==> src/rtl/simplez_seq.sv <==
// simplez_seq - control unit for the Simplez datapath.
//
// Decodes the 3-bit opcode held in RI and issues every microorder for the
// eight-instruction set. It waits on a memory-ready handshake and supports
// single-step debugging.
//
// Ports:
//   clk           system clock; the state register updates on the falling
//                 edge, like the datapath registers
//   rst           asynchronous active-high reset
//   co[2:0]       opcode from RI[11:9]
//   ac_zero       AC == 0
//   mem_rdy       memory access completes this cycle
//   step_en       step mode: pause before each fetch
//   step          one-cycle pulse that releases one instruction
//   lec/esc       memory read / write
//   era           load RA from busAi
//   incp/ecp/scp  increment PC / load PC / drive PC onto busAi
//   eri/sri       load RI / drive CD onto busAi
//   eac/sac       load AC / drive AC onto busD
//   alu_op[1:0]   0 PASS, 1 ADD, 2 CLR, 3 DEC
//   stop          processor halted
//   fetch         pulse on each completed instruction fetch
//   state[2:0]    debug view of the sequencer state
module simplez_seq #(
  parameter bit STEP_DEFAULT = 1'b0
) (
  input  logic       clk,
  input  logic       rst,
  input  logic [2:0] co,
  input  logic       ac_zero,
  input  logic       mem_rdy,
  input  logic       step_en,
  input  logic       step,
  output logic       lec,
  output logic       esc,
  output logic       era,
  output logic       incp,
  output logic       ecp,
  output logic       scp,
  output logic       eri,
  output logic       sri,
  output logic       eac,
  output logic       sac,
  output logic [1:0] alu_op,
  output logic       stop,
  output logic       fetch,
  output logic [2:0] state
);

  localparam logic [2:0] S_INI   = 3'd0;
  localparam logic [2:0] S_I0    = 3'd1;
  localparam logic [2:0] S_I1    = 3'd2;
  localparam logic [2:0] S_O0    = 3'd3;
  localparam logic [2:0] S_O1    = 3'd4;
  localparam logic [2:0] S_HLT   = 3'd5;
  localparam logic [2:0] S_PAUSE = 3'd6;

  localparam logic [2:0] OP_ST  = 3'd0;
  localparam logic [2:0] OP_LD  = 3'd1;
  localparam logic [2:0] OP_ADD = 3'd2;
  localparam logic [2:0] OP_BR  = 3'd3;
  localparam logic [2:0] OP_BZ  = 3'd4;
  localparam logic [2:0] OP_CLR = 3'd5;
  localparam logic [2:0] OP_DEC = 3'd6;
  localparam logic [2:0] OP_HLT = 3'd7;

  logic [2:0] r_state, w_next, w_after;
  logic       r_step_pend, r_step_hold;
  logic       w_step_mode, w_release;
  logic       w_lec, w_esc, w_era, w_incp, w_ecp, w_scp;
  logic       w_eri, w_sri, w_eac, w_sac, w_stop, w_fetch;
  logic [1:0] w_alu;

  // r_step_hold carries STEP_DEFAULT out of reset: the sequencer then starts
  // paused until the first release, even if the step_en pin is low.
  assign w_step_mode = step_en | r_step_hold;
  assign w_release   = !w_step_mode || r_step_pend || step;
  assign w_after     = w_step_mode ? S_PAUSE : S_I0;

  always_comb begin
    w_next = S_INI;
    case (r_state)
      S_INI:   w_next = w_after;
      S_PAUSE: w_next = w_release ? S_I0 : S_PAUSE;
      S_I0:    w_next = mem_rdy ? S_I1 : S_I0;
      S_I1: begin
        case (co)
          OP_ST, OP_LD, OP_ADD: w_next = S_O0;
          OP_HLT:               w_next = S_HLT;
          default:              w_next = w_after;
        endcase
      end
      S_O0:    w_next = mem_rdy ? S_O1 : S_O0;
      S_O1:    w_next = w_after;
      S_HLT:   w_next = S_HLT;
      default: w_next = S_INI;   // illegal encodings recover
    endcase
  end

  always_ff @(negedge clk or posedge rst) begin
    if (rst) begin
      r_state     <= S_INI;
      r_step_pend <= 1'b0;
      r_step_hold <= STEP_DEFAULT;
    end else begin
      r_state <= w_next;
      // A pulse seen outside PAUSE is remembered so the next PAUSE releases
      // straight away; repeated pulses collapse into one.
      if (r_state == S_PAUSE) begin
        if (w_release) begin
          r_step_pend <= 1'b0;
          r_step_hold <= 1'b0;
        end
      end else if (r_state != S_HLT && step) begin
        r_step_pend <= 1'b1;
      end
    end
  end

  always_comb begin
    w_lec = 1'b0; w_esc = 1'b0; w_era = 1'b0; w_incp = 1'b0;
    w_ecp = 1'b0; w_scp = 1'b0; w_eri = 1'b0; w_sri = 1'b0;
    w_eac = 1'b0; w_sac = 1'b0; w_stop = 1'b0; w_fetch = 1'b0;
    w_alu = 2'd0;
    case (r_state)
      S_INI: begin
        w_scp = 1'b1; w_era = 1'b1;
      end
      S_I0: begin
        // RI re-latches every wait cycle; the mem_rdy cycle's data wins.
        w_lec = 1'b1; w_eri = 1'b1;
        w_incp = mem_rdy; w_fetch = mem_rdy;
      end
      S_I1: begin
        case (co)
          OP_ST, OP_LD, OP_ADD: begin
            w_sri = 1'b1; w_era = 1'b1;
          end
          OP_BR: begin
            w_sri = 1'b1; w_ecp = 1'b1; w_era = 1'b1;
          end
          OP_BZ: begin
            w_sri = ac_zero; w_ecp = ac_zero; w_scp = !ac_zero; w_era = 1'b1;
          end
          OP_CLR: begin
            w_eac = 1'b1; w_alu = 2'd2; w_scp = 1'b1; w_era = 1'b1;
          end
          OP_DEC: begin
            w_eac = 1'b1; w_alu = 2'd3; w_scp = 1'b1; w_era = 1'b1;
          end
          default: w_stop = 1'b1;
        endcase
      end
      S_O0: begin
        case (co)
          OP_ST: begin
            w_sac = 1'b1; w_esc = 1'b1;
          end
          OP_LD: begin
            w_lec = 1'b1; w_eac = mem_rdy;
          end
          OP_ADD: begin
            w_lec = 1'b1; w_eac = mem_rdy; w_alu = mem_rdy ? 2'd1 : 2'd0;
          end
          default: ;
        endcase
      end
      S_O1: begin
        w_scp = 1'b1; w_era = 1'b1;
      end
      S_HLT:   w_stop = 1'b1;
      default: ;
    endcase
  end

  // Gating with rst drops esc the instant reset rises: no partial write.
  assign lec    = w_lec   & ~rst;
  assign esc    = w_esc   & ~rst;
  assign era    = w_era   & ~rst;
  assign incp   = w_incp  & ~rst;
  assign ecp    = w_ecp   & ~rst;
  assign scp    = w_scp   & ~rst;
  assign eri    = w_eri   & ~rst;
  assign sri    = w_sri   & ~rst;
  assign eac    = w_eac   & ~rst;
  assign sac    = w_sac   & ~rst;
  assign stop   = w_stop  & ~rst;
  assign fetch  = w_fetch & ~rst;
  assign alu_op = rst ? 2'd0 : w_alu;
  assign state  = rst ? S_INI : r_state;

endmodule
==> config.mk <==
export PLATFORM = sky130hd
export DESIGN_NAME = simplez_seq
export DESIGN_NICKNAME = d
export VERILOG_FILES = /design/src/rtl/simplez_seq.sv
export SDC_FILE = /design/constraint.sdc
export NUM_CORES = 1
export LEC_CHECK = 0
export CORE_MARGIN = 2
export CORE_UTILIZATION = 35
export CTS_CLUSTER_DIAMETER = 100
export DETAILED_ROUTE_END_ITERATION = 6
export PLACE_DENSITY = 0.83
export SETUP_SLACK_MARGIN = 0.05
export SYNTH_ARGS = -nofsm -noshare
export SYNTH_HDL_FRONTEND = slang
export SYNTH_SLANG_ARGS = --single-unit
==> constraint.sdc <==
create_clock -name clk -period 1.4 [get_ports clk]
set_clock_uncertainty 0.15 [all_clocks]
set_input_delay 0.21 -clock clk [delete_from_list [all_inputs] [get_ports clk]]
set_output_delay 0.21 -clock clk [all_outputs]
set_load 0.02 [all_outputs]
==> reports/metrics.yaml, run 1 <==
status: "aborted with a tool error"
stop_stage: "global routing (5_1_grt)"
error: "[ERROR DPL-0038] Utilization greater than 100%, impossible to legalize"
placed_cells_incl_taps: 125
dieWidth_um: 42.9
postSynthNetCount: 80
crit_endpoint: "alu_op[1]"
initial_core_utilization: 0.365
post_synthesis_instance_total: 71
placement.io_buffers: 25
cell_types_occupying_the_most_area_after_synthesis: "dfrtn_1 19%, a211oi_1 5.7%, nor2_1 5.0%"
cts_inserted_buffers: 3
place_congestion: 0.817
grt_max_degree: 8
post_synth_num_cell_types: 35
die_h_um: 42.9
ctsRootBufferMaster: "clkbuf_4"
floorplan.rows: 14
place_hpwl_mm: 1.41
ioPinCount: 26
synth.cell_area_um2: 531
yosysSeqAreaShare: 0.189
number_of_warning_messages_in_the_yosys_log: 0
yosysTopAreaCell: "dfrtn_1"
cts_hold_buffers: 0
synth_area_per_cell_um2: 7.47
worstEpCategory: "output port"
cts_num_sinks: 4
cts_max_level: 1
post_dp_cell_area_mm2: 0.00102
synth_top_area_share: 0.189
cts_max_path_buffers: 2
synth-seq-cells: 4
==> per-stage QoR <==
step / hold WS, ns / setup WS, ns
after floorplan: 0.304 / -0.989
after global placement: 0.343 / -1.39
after detailed placement: 0.372 / -1.44
after CTS: 0.376 / -1.24
==> cells in the mapped netlist <==
| library cell | n |
|---|---|
| dfrtn_1 | 4 |
| or3b_1 | 3 |
| nor4b_2 | 1 |
| nor2b_1 | 3 |
| nor2_2 | 1 |
| o21ai_1 | 1 |
| a41oi_1 | 1 |
| and4b_1 | 1 |
| nand2b_1 | 3 |
| a22oi_1 | 1 |
| buf_2 | 2 |
| buf_6 | 1 |
| a211o_1 | 2 |
| and3b_1 | 1 |
| o221ai_1 | 1 |
| a21bo_2 | 1 |
| o211ai_1 | 1 |
| nor2_1 | 7 |
| inv_1 | 3 |
| nor3b_1 | 2 |
| mux2i_1 | 1 |
| o21bai_1 | 1 |
| and2_1 | 2 |
| clkbuf_1 | 5 |
| nand2_1 | 2 |
| buf_4 | 2 |
| a21oi_1 | 3 |
| nand4_1 | 2 |
| nand3_1 | 2 |
| nand3b_1 | 1 |
| xnor2_1 | 2 |
| o21ai_0 | 2 |
| o22a_1 | 1 |
| a211oi_1 | 4 |
| nor3_1 | 1 |
==> timing repair <==
item	CTS
endpoints found under the hold margin	0
endpoints found under the setup margin	25
resized for setup	159
pin swaps	17
buffers inserted	20
==> cell families after synthesis <==
family / count (synthesis) / share of synthesized area
simple gates: 32 / 0.377
flops: 4 / 0.189
xor+xnor: 2 / 0.0330
mux: 1 / 0.0189
compound gates: 19 / 0.257
buf+inv: 13 / 0.125
==> run 2, diff against run 1 <==
Settings changed: CORE_AREA from default to 2 2 63 65, CORE_MARGIN 2 to default, CORE_UTILIZATION 35 to default, CTS_CLUSTER_DIAMETER 100 to default, DIE_AREA from default to 0 0 65 67, PLACE_DENSITY 0.83 to default, PLACE_DENSITY_LB_ADDON from default to 0.15, SETUP_SLACK_MARGIN 0.05 to default.
Clock period 1.4 ns to 1.8 ns, I/O delays scaled along.
==> run 2 against run 1 <==
The flow now finishes, with violations (negative setup slack). Synthesized cell count unchanged. Synthesized area did not move.
==> reports/metrics.yaml, run 2 <==
p_comb_frac: 0.792
report.final.setup_viol: 20
fin_hold_ws_ns: 0.350
rrSetupSlack_ns: 0.22
initial_core_utilization: 0.147  # -0.218
vdd_drop_max_v: 0.000450
critPathMaxStageDelay_ns: 0.41
layout.nets: 137
worst-slew-pin-transition_ns: 0.386
p_sw_w: 0.000676
cts_max_path_buffers: 2  # unchanged
starting_drc_count_in_detailed_routing: 9
cts_inserted_buffers: 3  # unchanged
finalSetupTns_ns: -15.47
die_h_um: 67  # +56%
largestRegisters: "r_state: 3 flops, r_step_pend: 1 flops"
antenna_found_initial: 0
drive_above_1_share: 0.722
synth.cell_area_um2: 531  # unchanged
registers.top_by_ff_count: "r_state"
timing_hold_violations_final: 0
critical_path_peak_fanout: 4
overall_power_w: 0.00173
synth-seq-cells: 4  # unchanged
total_number_of_vias: 727
switching_share: 0.392
placement.io_buffers: 25  # unchanged
clkLatencyLatePin_ns: 0.24
global_route_wire_length_before_repair_mm: 3.61
post_synthesis_instance_total: 71  # unchanged
post-route-worst-setup-slack_ns: -1.08
worst_path_required_time_ns: 1.38
clk_pin_slew_ns: 0.03
setup.worst_path.class: "reg2out"
detail_route.vias_per_cell: 4.18
wl_per_cell_um: 12.0
timing.critical_path.to_type: "output port"
cts_max_level: 1  # unchanged
synth_area_per_cell_um2: 7.47  # unchanged
p_leak_nw: 0.576
dp_slack_ns: -1.31  # +0.126 ns
yosysSeqAreaShare: 0.189  # unchanged
area_fraction_in_and_or_nand_and_nor_cells_after_synthesis: 0.377  # unchanged
cts_tree: "built"
synth_xor_area_frac: 0.0330  # unchanged
critical_path.cell_chain: "or3b_4 -> buf_6 -> nor4b_4 -> buf_4"
cts_hold_buffers: 0  # unchanged
synth_flop_cell: "dfrtn_1"
share_clk_of_total_power: 0.110
largest_family_of_logic_cells_by_synthesized_area: "simple AND/OR/NAND/NOR gates"
min_path_type: "reg2reg"
synth_compound_gate_area_share: 0.257  # unchanged
ioPinCount: 26  # unchanged
timing_max_transition_violations_final: 0
largest_reg_flops: 3
fill_count: 362
yosys-top-cells-count: "7 x nor2_1, 5 x clkbuf_1, 4 x a211oi_1, 4 x dfrtn_1"
layout_common_cells: "31 x buf_6, 26 x buf_4, 4 x dfrtn_1"
number_of_warning_messages_in_the_yosys_log: 0  # unchanged
synthAdderAreaFrac: 0  # unchanged
failed_checks: "negative setup slack"
die-area_mm2: 0.00436
route.antenna.remaining_nets: 0
syn_to_final_growth_pct: 154
grt_max_degree: 8
synth.mux.area_fraction: 0.0189  # unchanged
asyncSetResetFlopFracSynth: 1.00  # unchanged
core_area_mm2: 0.00361
synth_edf_count: 0  # unchanged
drtPass1Iterations: 4
cts_num_sinks: 4  # unchanged
drt_drc_violations_left: 0
cp.arrival_ns: 2.46
floorplan.rows: 22  # +8
grt_usage: 0.109
layout_commonest_cell: "buf_6"
yosysTopAreaCell: "dfrtn_1"
pwr_dens_mw_per_mm2: 1280
master_of_the_slowest_instance_on_the_critical_path: "dfrtn_1"
status: "finished, violations left"
grt_remaining_overflow: 0
place_hpwl_mm: 1.46  # +3.9%
total_wirelength_mm: 2.10
ctsRootBufferMaster: "clkbuf_8"
postSynthNetCount: 80  # unchanged
grt_pass1_vias: 792
post_synth_num_cell_types: 35  # unchanged
grt_setup_unrepaired: "true"
dieWidth_um: 65  # +51%
cell_internal_pwr_w: 0.00105
insertedDiodeCount: 0
cp-start-kind: "register"
cell_types_occupying_the_most_area_after_synthesis: "dfrtn_1 19%, a211oi_1 5.7%, nor2_1 5.0%"
place_congestion: 0.780  # -4.5%
timing.slew.headroom: 0.741
power.sequential.fraction: 0.099
max_cap_viol_count: 0
yosysMostFrequentCell: "nor2_1"
synth_top_area_share: 0.189  # unchanged
==> run 2: cell counts after synthesis <==
Identical to the previous run, type by type.
==> run 2: path summary, 6_finish.rpt <==
check / start / cells after the start / to
setup / recovery: r_state[1]$_DFF_NP0_ / 4 / alu_op[1]
hold / removal: r_step_pend$_DFFE_NP0P_ / 2 / r_step_pend$_DFFE_NP0P_
setup reg to reg: r_state[2]$_DFF_NP0_ / 5 / r_state[0]$_DFF_NP0_
hold reg to reg: r_step_pend$_DFFE_NP0P_ / 2 / r_step_pend$_DFFE_NP0P_
max in group asynchronous: rst / 4 / r_step_pend$_DFFE_NP0P_
min in group asynchronous: rst / 4 / r_state[0]$_DFF_NP0_
==> run 2: final cells by class <==
| cell class | instances | area [µm²] | share of cell area |
|---|---|---|---|
| multi-input combinational | 54 | 532 | 0.395 |
| timing repair buffer | 62 | 598 | 0.444 |
| sequential | 4 | 100 | 0.0743 |
| inverter | 3 | 16.3 | 0.0121 |
| clock buffer | 3 | 41.3 | 0.0306 |
| tap | 48 | 60.1 | 0.0446 |
==> run 2: logic make-up (layout without fill, tap and decap cells) <==
| family | count (synthesis) | after routing |
|---|---|---|
| muxes | 1 | 1 |
| AOI/OAI and AO/OA | 19 | 19 |
| xor gates and xnor gates | 2 | 2 |
| buffers and inverters | 13 | 68 |
| DFF | 4 | 4 |
| and+or+nand+nor | 32 | 32 |
==> run 2: what timing repair did <==
action                     4_1_cts  5_1_grt
setup endpoints to repair       25       20
resized for setup              146       16
hold endpoints to repair         0        0
setup buffers                   11        3
gates cloned                     0        0
pin swaps                        9       10
==> run 2: power groups by stage <==
stage | sequential [W] | combinational [W] | clock, W
final | 0.000170 | 0.00137 | 0.000189
after global routing | 0.000177 | 0.00145 | 0.000209
after CTS | 0.000171 | 0.00131 | 0.000195
after detailed placement | 0.000162 | 0.000903 | 0
after global placement | 0.000161 | 0.000909 | 0
after floorplan | 0.000170 | 0.000603 | 0
==> run 2: stage by stage <==
stage	cell area, µm²	instances	util
after global placement	1060	157	0.293
after detailed placement	1060	157	0.293
after CTS	1290	171	0.358
final	1350	174	0.374
after global routing	1350	174	0.374
after floorplan	684	71	-
==> run 2: metal layers <==
layer,vias up,share of wire,global-route usage
met5,-,0,0
met4,0,0.014,0.0319
met3,4,0.052,0.0321
met2,21,0.49,0.187
met1,336,0.44,0.132
li1,366,-,-
==> run 2: worst max-delay path: cells and delay by family, from the launching register on <==
family	cells	cell delay, ns
buffers and inverters	2	0.31
DFF	1	0.41
and+or+nand+nor	2	0.59
(Power assumes the default switching activity.)
